===== config.mk =====
export PLATFORM = sky130hd
export DESIGN_NAME = fetch_stage
export DESIGN_NICKNAME = d
export VERILOG_FILES = /design/src/rtl/fetch_stage_pkg.sv /design/src/rtl/fetch_stage.sv
export SDC_FILE = /design/constraint.sdc
export NUM_CORES = 1
export LEC_CHECK = 0
export ABC_AREA = 1
export ABC_CLOCK_PERIOD_IN_PS = 11200
export BUFFER_PORTS_ARGS = -buffer_cell sky130_fd_sc_hd__buf_2
export CAP_MARGIN = 5
export CORE_ASPECT_RATIO = 1.5
export CORE_MARGIN = 3
export CORE_UTILIZATION = 40
export DETAILED_ROUTE_END_ITERATION = 8
export GPL_ROUTABILITY_DRIVEN = 0
export HOLD_SLACK_MARGIN = 0.08
export SLEW_MARGIN = 15
export SYNTH_ARGS = -nofsm -noshare
export SYNTH_HDL_FRONTEND = slang
export SYNTH_SLANG_ARGS = --single-unit

===== constraint.sdc =====
create_clock -name clk -period 11.2 [get_ports clk]
set_clock_uncertainty 0.1 [all_clocks]
set_input_delay 0.56 -clock clk [delete_from_list [all_inputs] [get_ports clk]]
set_output_delay 0.56 -clock clk [all_outputs]
set_load 0.01 [all_outputs]

===== src/rtl/fetch_stage_pkg.sv =====
`default_nettype none
// ============================================================================
//  Module      : fetch_stage_pkg
//  Description : Shared types and constants for the MIPS fetch stage.
//  Revision    : 1.0 - initial release
// ============================================================================
package fetch_stage_pkg;

    typedef enum logic [1:0] {
        FETCH = 2'd0,
        FULL  = 2'd1,
        DROP  = 2'd2,
        HALT  = 2'd3
    } fetch_state_t;

    localparam int          INSTR_BYTES      = 4;
    localparam logic [31:0] DEFAULT_RESET_PC = 32'h0000_0000;

    function automatic logic misaligned(input logic [31:0] addr);
        return addr[1:0] != 2'b00;
    endfunction

endpackage
`default_nettype wire


===== src/rtl/fetch_stage.sv =====
`default_nettype none
// ============================================================================
//  Module      : fetch_stage
//  Description : PC owner; fetches words over req/ack and hands them to decode
//                over valid/ready, with redirect flush and misalignment halt.
//  Revision    : 1.0 - initial release
// ============================================================================
module fetch_stage
    import fetch_stage_pkg::*;
#(
    parameter logic [31:0] RESET_PC = DEFAULT_RESET_PC
) (
    input  logic        clk,
    input  logic        reset,
    output logic        imem_req,
    output logic [31:0] imem_addr,
    input  logic        imem_ack,
    input  logic [31:0] imem_rdata,
    output logic        instr_valid,
    input  logic        instr_ready,
    output logic [31:0] instr,
    output logic [31:0] instr_pc,
    output logic [31:0] pc_plus_4,
    input  logic        redirect,
    input  logic [31:0] redirect_target,
    output logic        fault
);

    fetch_state_t state, state_n;
    logic [31:0]  pc, pc_n;
    logic [31:0]  pending, pending_n;
    logic [31:0]  instr_n, instr_pc_n;
    logic         valid_n, fault_n;
    logic [31:0]  resolved;

    // A redirect arriving alongside the DROP ack supersedes the stored target.
    assign resolved = redirect ? redirect_target : pending;

    always_comb begin
        state_n    = state;
        pc_n       = pc;
        pending_n  = pending;
        instr_n    = instr;
        instr_pc_n = instr_pc;
        valid_n    = instr_valid;
        fault_n    = fault;
        case (state)
            FETCH: begin
                if (redirect) begin
                    if (misaligned(redirect_target)) fault_n = 1'b1;
                    if (imem_ack) begin
                        if (misaligned(redirect_target)) begin
                            state_n = HALT;
                        end else begin
                            pc_n    = redirect_target;
                            state_n = FETCH;
                        end
                    end else begin
                        pending_n = redirect_target;
                        state_n   = DROP;
                    end
                end else if (imem_ack) begin
                    instr_n    = imem_rdata;
                    instr_pc_n = pc;
                    valid_n    = 1'b1;
                    pc_n       = pc + 32'(INSTR_BYTES);
                    state_n    = FULL;
                end
            end
            FULL: begin
                if (redirect) begin
                    valid_n = 1'b0;
                    if (misaligned(redirect_target)) begin
                        fault_n = 1'b1;
                        state_n = HALT;
                    end else begin
                        pc_n    = redirect_target;
                        state_n = FETCH;
                    end
                end else if (instr_ready) begin
                    valid_n = 1'b0;
                    state_n = FETCH;
                end
            end
            DROP: begin
                if (redirect) begin
                    pending_n = redirect_target;
                    if (misaligned(redirect_target)) fault_n = 1'b1;
                end
                if (imem_ack) begin
                    if (fault_n || misaligned(resolved)) begin
                        state_n = HALT;
                    end else begin
                        pc_n    = resolved;
                        state_n = FETCH;
                    end
                end
            end
            default: begin
                valid_n = 1'b0;
            end
        endcase
    end

    always_ff @(posedge clk or posedge reset) begin
        if (reset) begin
            state       <= FETCH;
            pc          <= RESET_PC;
            pending     <= 32'h0;
            instr       <= 32'h0;
            instr_pc    <= 32'h0;
            instr_valid <= 1'b0;
            fault       <= 1'b0;
        end else begin
            state       <= state_n;
            pc          <= pc_n;
            pending     <= pending_n;
            instr       <= instr_n;
            instr_pc    <= instr_pc_n;
            instr_valid <= valid_n;
            fault       <= fault_n;
        end
    end

    // Request is gated by reset so an in-flight fetch is abandoned at once.
    assign imem_req  = !reset && (state == FETCH || state == DROP);
    assign imem_addr = pc;
    assign pc_plus_4 = instr_pc + 32'(INSTR_BYTES);

endmodule
`default_nettype wire


# Word-level counts from Yosys, hierarchy flattened
# Cells that the tools add are included.
# totals
reg_bits,132
out_inout_bits,131
elab_cells,68
# op_classes
add_sub_neg,2
n_eq_ne,11
n_mux,30
bitwise,2
n_reduce_logical,16
# op_table
operator,n
2-to-1 mux 32 bit,10
case mux 32 bit (3 select lines),1
"adder 32 x 3 -> 32 bit, second input constant",2
case mux 32 bit (2 select lines),1
2-to-1 mux 2 bit,8
"inequality test 2 bit, second input constant",7
AND reduction 4 bit,2
nonzero test 2 bit,4
2-to-1 mux 1 bit,7
"inequality test 3 bit, second input constant",2
case mux 2 bit (3 select lines),1
AND reduction 3 bit,2
AND reduction 5 bit,1
case mux 1 bit (3 select lines),1
nonzero test 3 bit,1
"equality test 2 x 1 -> 1 bit, second input constant",1
"equality test 2 bit, second input constant",1
logical NOT 2 bit,1
logical OR 1 bit,2
inverter 1 bit,2
case mux 1 bit (2 select lines),1
OR reduction 2 bit,1
logical AND 1 bit,1
logical NOT 1 bit,1

# Depth between registers and ports, before layout
# Gate-level depths: netlist of the first run.
# depth
ltp_word,8
ltp_mapped,11
depth_no_buf,10

# Worst setup path after synthesis of the first run
# OpenSTA, ideal clock, no wires.
# synth_timing
path_kind,register to output
start,register instr_pc[2]
end,output port pc_plus_4[26]
arrival_ns,1.660
t_required_ns,10.540
path_slack_ns,8.880
path_stages_with_launch,7
path_cell_list,dfrtp_1 > ha_1 > nand3_1 > nor2_2 > nand3_1 > nor3_1 > xor2_1
# synth_between
elab_chain_cells,1
# synth_rtl
element,line,text
start: declaration,fetch_stage.sv:22,"output logic [31:0] instr_pc,"
start signal: assignment,fetch_stage.sv:119,instr_pc <= instr_pc_n;
adder 32 x 3 -> 32 bit,fetch_stage.sv:128,assign pc_plus_4 = instr_pc + 32'(INSTR_BYTES);
end: declaration,fetch_stage.sv:23,"output logic [31:0] pc_plus_4,"
# Every way passes these cells.

# Worst setup path in the final report of the first run
# Same ends and word-level chain as after synthesis.

==> impl_metrics.py, run 1 <==
metrics = {
    "status": {
        "outcome": "finished clean",
    },
    "worst_setup_path": {
        "worstPathArrival_ns": 2.58,
        "critPathMaxStageDelay_ns": 0.49,
        "startpoint": "instr_pc[2]",
        "worst_ep_required_time_ns": 10.54,
        "reg2reg_from": "state[0]",
        "r2r_setup_slack_ns": 8.18,
        "worst_setup_path_start_kind": "register",
        "crit_type": "reg -> out",
        "cp_max_fo": 7,
        "worstSetupEndpointType": "output port",
        "cpMaxStageDelayCell": "dfrtp_1",
        "cp_cell_sequence": "ha_1 -> nand3_1 -> nor2_2 -> nand3_1 -> nor3_1 -> xor2_1 -> buf_2",
        "cpMostUsedCell": "nand3_1",
    },
    "clock_network": {
        "clk_path_buf_depth": 2,
        "clock_sinks": 132,
        "root_buffer": "clkbuf_16",
        "htree_levels": 4,
        "cts_setup_buffers": 0,
        "cts_hold_buf": 0,
        "clk_latency_ns": 0.43,
        "cts_buffers": 17,
        "cts.clk_slew.worst_paths_ns": 0.06,
        "cts_resized": 0,
        "cts_tree": "yes",
    },
    "floorplanning": {
        "coreArea_um2": 20100,
        "die_area_um2": 22530,
        "start_util_pct": 41.26,
        "fp-row-count": 63,
        "die_h_um": 182.4,
        "io_pins": 200,
        "die_w_um": 123.6,
    },
    "grt": {
        "grt_usage_pct": 23.66,
        "grt_use_met3_pct": 4.279,
        "top_usage_layer": "met2",
        "use_met2_pct": 39.80,
        "antenna_found_initial": 0,
        "grt_pass1_vias": 7692,
        "overflow": 0,
        "met1_usage_pct": 29.77,
        "grt_pass1_wl_mm": 41.48,
        "grt_start_max_net_pins": 94,
    },
    "min_path": {
        "worst_hold_path_type": "in -> async",
    },
    "routing": {
        "viasPerCell": 5.232,
        "drtIter0Drc": 623,
        "drt-total-wl_mm": 26.66,
        "firstDrtPassIters": 7,
        "drc": 0,
        "vias": 8330,
        "ant_nets": 0,
        "wl_per_cell_um": 16.74,
    },
    "placement": {
        "port_buffers": 199,
        "dp_cells": 1561,
        "dpl.hpwl_mm": 18.73,
    },
    "timing": {
        "worst_slew_pin_slew_ns": 0.9269,
        "setup_tns_ns": 0,
        "max_clock_freq_mhz": 308.9,
        "setup_viol": 0,
        "hold_viol": 0,
        "hold_slack_ns": 0.1296,
        "finalCritPeriodShare_pct": 28.91,
        "relSlewSlack_pct": 38.20,
        "rsz0062_at_grt": "no",
        "slew_viol_final": 0,
        "finalCriticalPeriod_ns": 3.238,
    },
    "cells_and_area": {
        "area_growth_syn_to_layout_pct": 20.05,
        "multi_input_area_um2": 4404,
        "nets": 1396,
        "diodes": 0,
        "drive_gt1_share_pct": 22.07,
        "seq_area_um2": 3303,
        "fillCellCount": 2049,
        "layout.cells.non_filler": 1592,
    },
    "power_and_ir_drop": {
        "seqPwrFrac_pct": 31.1,
        "internal_power_mw": 1.631,
        "power.leakage_nw": 4.807,
        "p_clk_share_pct": 17.8,
        "ir_worst_vdd_v": 0.0001302,
        "switchingPower_mw": 1.459,
        "p_sw_share_pct": 47.23,
        "pwr_density_cell_nw_per_um2": 310.4,
        "power_frac_comb_pct": 51.1,
    },
    "synth": {
        "yosysTopAreaCellShare_pct": 39.83,
        "synth_seq_cells": 132,
        "syn-mean-instance-area_um2": 7.180,
        "synthCells": 1155,
        "ys.warnings.count": 0,
        "syn_nets": 1231,
        "synth_top_area_cell": "dfrtp_1",
        "ys_seq_area_share_pct": 39.83,
        "synth_area_um2": 8293,
        "ys_types": 39,
        "synthTopCellsByArea": "dfrtp_1 40%, nand2_1 13%, nor2_1 9.1%",
    },
    "flow_run": {
        "drv_cap": 0,
    },
}
-- cell usage in the layout (no fill, tap or decap), types with 17 or more instances in the layout --
cell type / count
inv_1: 68
nor2_1: 200
xor2_1: 19
a21oi_1: 59
dfrtp_1: 132
mux2_2: 35
nand2_1: 278
buf_2: 199
a31oi_1: 31
o21ai_0: 136
clkbuf_16: 17
nand3_1: 47
-- logic make-up after synthesis --
logic type,Yosys count,share of synthesized area (%)
simple gates,571,28.14
compound gates,242,15.63
buf+inv,136,7.212
flops,132,39.83
mux,35,4.753
xor+xnor,32,3.380
fa+ha+maj,7,1.056
-- state kept, by name (all words and copies together), names as in the netlist --
| signal | count |
|---|---|
| imem_addr | 32 |
| pending | 32 |
| fault | 1 |
| instr | 32 |
| instr_pc | 32 |
| instr_valid | 1 |
| state | 2 |
-- power by group through the flow --
stage | clock network, mW | logic (mW) | registers [mW]
detailed placement | 0 | 1.58 | 0.966
floorplan | 0 | 1.03 | 0.980
global placement | 0 | 1.56 | 0.959
CTS | 0.565 | 1.59 | 0.959
global route | 0.584 | 1.78 | 0.997
finish | 0.551 | 1.58 | 0.960
-- metal layers --
layer | vias up | wire (µm)
met3 | 45 | 1708
met5 | - | 0
met4 | 0 | 721
met2 | 301 | 12970
li1 | 4124 | -
met1 | 3860 | 11260
-- critical path, delay by kind of cell, from the launching register on --
| kind | cells | cell delay (ns) |
|---|---|---|
| xor+xnor | 1 | 0.17 |
| fa+ha+maj | 1 | 0.35 |
| buf+inv | 1 | 0.15 |
| flops | 1 | 0.49 |
| simple gates | 4 | 1.00 |
-- path summary, 6_finish.rpt --
kind / endpoint / depth (start not counted)
max in group asynchronous: pending[22] / 3
min reg2reg: instr[11] / 1
min: fault / 2
min in group clk: instr[0] / 2
max reg2reg: imem_addr[0] / 11
max: pc_plus_4[26] / 7
-- through the flow --
stage          util (%)  worst slack, ns  cell area (µm²)  power [mW]
3_3_place_gp      46.67            8.086             9382       2.516
2_1_floorplan         -            7.014             8293       2.012
5_1_grt           49.53            7.735             9956       3.362
3_5_place_dp      46.67            8.067             9382       2.547
4_1_cts           49.53            7.899             9956       3.112
6_report          49.53            7.962             9956       3.090
-- cells in the mapped netlist --
cell,instances
a21oi_1,59
a21oi_4,1
a22oi_1,2
a31oi_1,31
and2_1,3
and3_1,1
buf_1,3
buf_2,26
buf_4,8
buf_6,3
clkbuf_1,22
dfrtp_1,132
ha_1,7
inv_1,71
inv_2,2
inv_4,1
mux2_2,35
nand2_1,278
nand2_2,1
nand2_4,1
nand3_1,48
nand3_2,1
nand3b_1,1
nand4_1,13
nor2_1,200
nor2_2,6
nor2_4,3
nor3_1,9
nor3_2,1
nor4_1,3
o211ai_1,1
o21a_1,1
o21ai_0,136
o21ai_1,2
o21bai_1,8
o32a_1,1
or2_2,2
xnor2_1,13
xor2_1,19
-- area by class of cell --
class / instances / share of cell area [%]
flip-flops and latches: 132 / 33.18
clock inverters: 12 / 1.320
multi-input cells: 887 / 44.24
well taps: 260 / 3.268
inverters: 74 / 2.865
clock buffers: 19 / 4.449
repair buffers: 208 / 10.68
Note: power is estimated with default switching activity, not from simulation.
==> inputs of run 2 (changes only) <==
ABC_CLOCK_PERIOD_IN_PS = 2790   (was 11200)
clock period = 2.79 ns   (was 11.2 ns; I/O delays follow)
==> impl_metrics.py, run 2 (same netlist as run 1, synthesis figures left out) <==
metrics = {
    "status": {
        "outcome": "finished clean",
    },
    "cells_and_area": {
        "multi_input_area_um2": 4409,
        "final_common_cell": "nand2_1",
        "diodes": 0,
        "drive_gt1_share_pct": 21.31,
        "seq_area_um2": 3303,
        "fin_util_pct": 53.35,
        "nets": 1466,
        "fillCellCount": 1972,
        "area_growth_syn_to_layout_pct": 29.31,
        "finalInstanceArea_um2": 10720,
        "final_cell_mix": "278 x nand2_1, 200 x nor2_1, 199 x buf_2",
        "layout.cells.non_filler": 1663,
    },
    "routing": {
        "wl_per_cell_um": 16.50,
        "ant_nets": 0,
        "drc": 0,
        "viasPerCell": 5.144,
        "drt-total-wl_mm": 27.43,
        "drtIter0Drc": 639,
        "vias": 8555,
        "firstDrtPassIters": 6,
    },
    "worst_setup_path": {
        "r2r_cells": 10,
        "r2r_end": "imem_addr[1]",
        "crit_type": "reg -> out",
        "r2r_setup_slack_ns": 0.52,
        "worstSetupEndpointType": "output port",
        "cpMaxStageDelayCell": "dfrtp_1",
        "cp_max_fo": 7,
        "cp_top_family": "simple AND/OR/NAND/NOR gates",
        "worst_ep_required_time_ns": 2.55,
        "cpMostUsedCell": "nand3_1",
        "reg2reg_from": "state[1]",
        "cp_cell_sequence": "ha_1 -> nand3_1 -> nor2_4 -> nand3_1 -> nor3_1 -> xor2_1 -> buf_2",
        "worst_setup_path_start_kind": "register",
        "worstPathArrival_ns": 2.30,
        "critPathMaxStageDelay_ns": 0.47,
        "cp_num_buf_inv": 1,
    },
    "flow_run": {
        "drv_cap": 0,
    },
    "floorplanning": {
        "start_util_pct": 41.26,
        "fp-row-count": 63,
        "coreArea_um2": 20100,
        "io_pins": 200,
        "die_h_um": 182.4,
        "die_area_um2": 22530,
        "die_w_um": 123.6,
    },
    "timing": {
        "hold_viol": 0,
        "max_clock_freq_mhz": 393.9,
        "setup_tns_ns": 0,
        "slew_viol_final": 0,
        "relSlewSlack_pct": 60.91,
        "setup_viol": 0,
        "finalCriticalPeriod_ns": 2.539,
        "worst_slew_pin_slew_ns": 0.5810,
        "rsz0062_at_grt": "no",
        "finalCritPeriodShare_pct": 90.99,
    },
    "min_path": {
        "holdPathStages": 4,
        "worst_hold_path_type": "in -> reg",
        "min_from": "imem_ack",
        "min_to": "instr_valid",
    },
    "power_and_ir_drop": {
        "power_mw": 12.57,
        "pwr_density_cell_nw_per_um2": 1172,
        "power.leakage_nw": 5.127,
        "ir_worst_vdd_v": 0.0007170,
    },
    "placement": {
        "dpl.hpwl_mm": 19.60,
        "port_buffers": 199,
        "dp_cells": 1565,
        "place_area_um2": 9485,
    },
    "clock_network": {
        "cts_buffers": 17,
        "clk_latency_ns": 0.42,
        "htree_levels": 4,
        "root_buffer": "clkbuf_16",
        "clock_sinks": 132,
        "cts_tree": "yes",
        "clk_path_buf_depth": 2,
        "cts.clk_slew.worst_paths_ns": 0.06,
    },
    "grt": {
        "antenna_found_initial": 0,
        "top_usage_layer": "met2",
        "grt_pass1_vias": 7960,
        "met1_usage_pct": 30.80,
        "grt_usage_pct": 24.24,
        "grt_start_max_net_pins": 94,
        "grt_use_met3_pct": 4.372,
        "grt_pass1_wl_mm": 42.99,
        "overflow": 0,
        "use_met2_pct": 41.13,
    },
}
[run 2: area by class of cell]
cell class / instances / area share, %
Multi-Input combinational cell: 887 / 41.12
Sequential cell: 132 / 30.80
Timing Repair Buffer: 278 / 17.06
Clock buffer: 18 / 4.002
Tap cell: 260 / 3.033
Inverter: 74 / 2.648
Clock inverter: 14 / 1.342
[run 2: routing by layer]
metal,wire [µm],up-vias
li1,-,4256
met1,11720,3953
met2,13370,308
met3,1676,38
met4,672,0
met5,0,-
[run 2: power by group]
part           switching [mW]  internal [mW]  leakage, nW  total, mW
combinational            4.04           2.49         3.29       6.53
sequential              0.985           2.87         1.57       3.85
clock                   0.931           1.25        0.268       2.18
[run 2: worst max path at each step]
stage          cells after the start  slack (ns)            end        start
2_1_floorplan                      6        0.89  pc_plus_4[26]  instr_pc[2]
3_3_place_gp                      10        0.61   imem_addr[0]     state[1]
3_5_place_dp                      10        0.51   imem_addr[1]     state[1]
4_1_cts                            7        0.14  pc_plus_4[26]  instr_pc[2]
5_1_grt                            7        0.05  pc_plus_4[26]  instr_pc[2]
6_report                           7        0.25  pc_plus_4[26]  instr_pc[2]
[run 2: stage by stage]
| step | hold WS (ns) | setup WS, ns |
|---|---|---|
| 2_1_floorplan | 0.1900 | 0.8902 |
| 3_3_place_gp | 0.002751 | 0.6105 |
| 3_5_place_dp | 0.004810 | 0.5058 |
| 4_1_cts | 0.08237 | 0.1444 |
| 5_1_grt | 0.1356 | 0.04520 |
| 6_report | 0.09525 | 0.2513 |
[run 2: worst register-to-register path, stage by stage (launching register included)]
cell	delay, ns
dfrtp_1	0.39
inv_1	0.09
ha_1	0.20
inv_1	0.24
nor2_1	0.09
nor3_2	0.24
nand2_4	0.13
inv_4	0.33
nand2_1	0.12
o21ai_0	0.17
nand2_1	0.07
[run 2: repair_timing]
| action | 4_1_cts | 5_1_grt |
|---|---|---|
| buffers inserted | 0 | 0 |
| resized for setup | 0 | 1 |
| endpoints found under the hold margin | 198 | 0 |
| endpoints found under the setup margin | 0 | 1 |
| hold buffers | 66 | 0 |
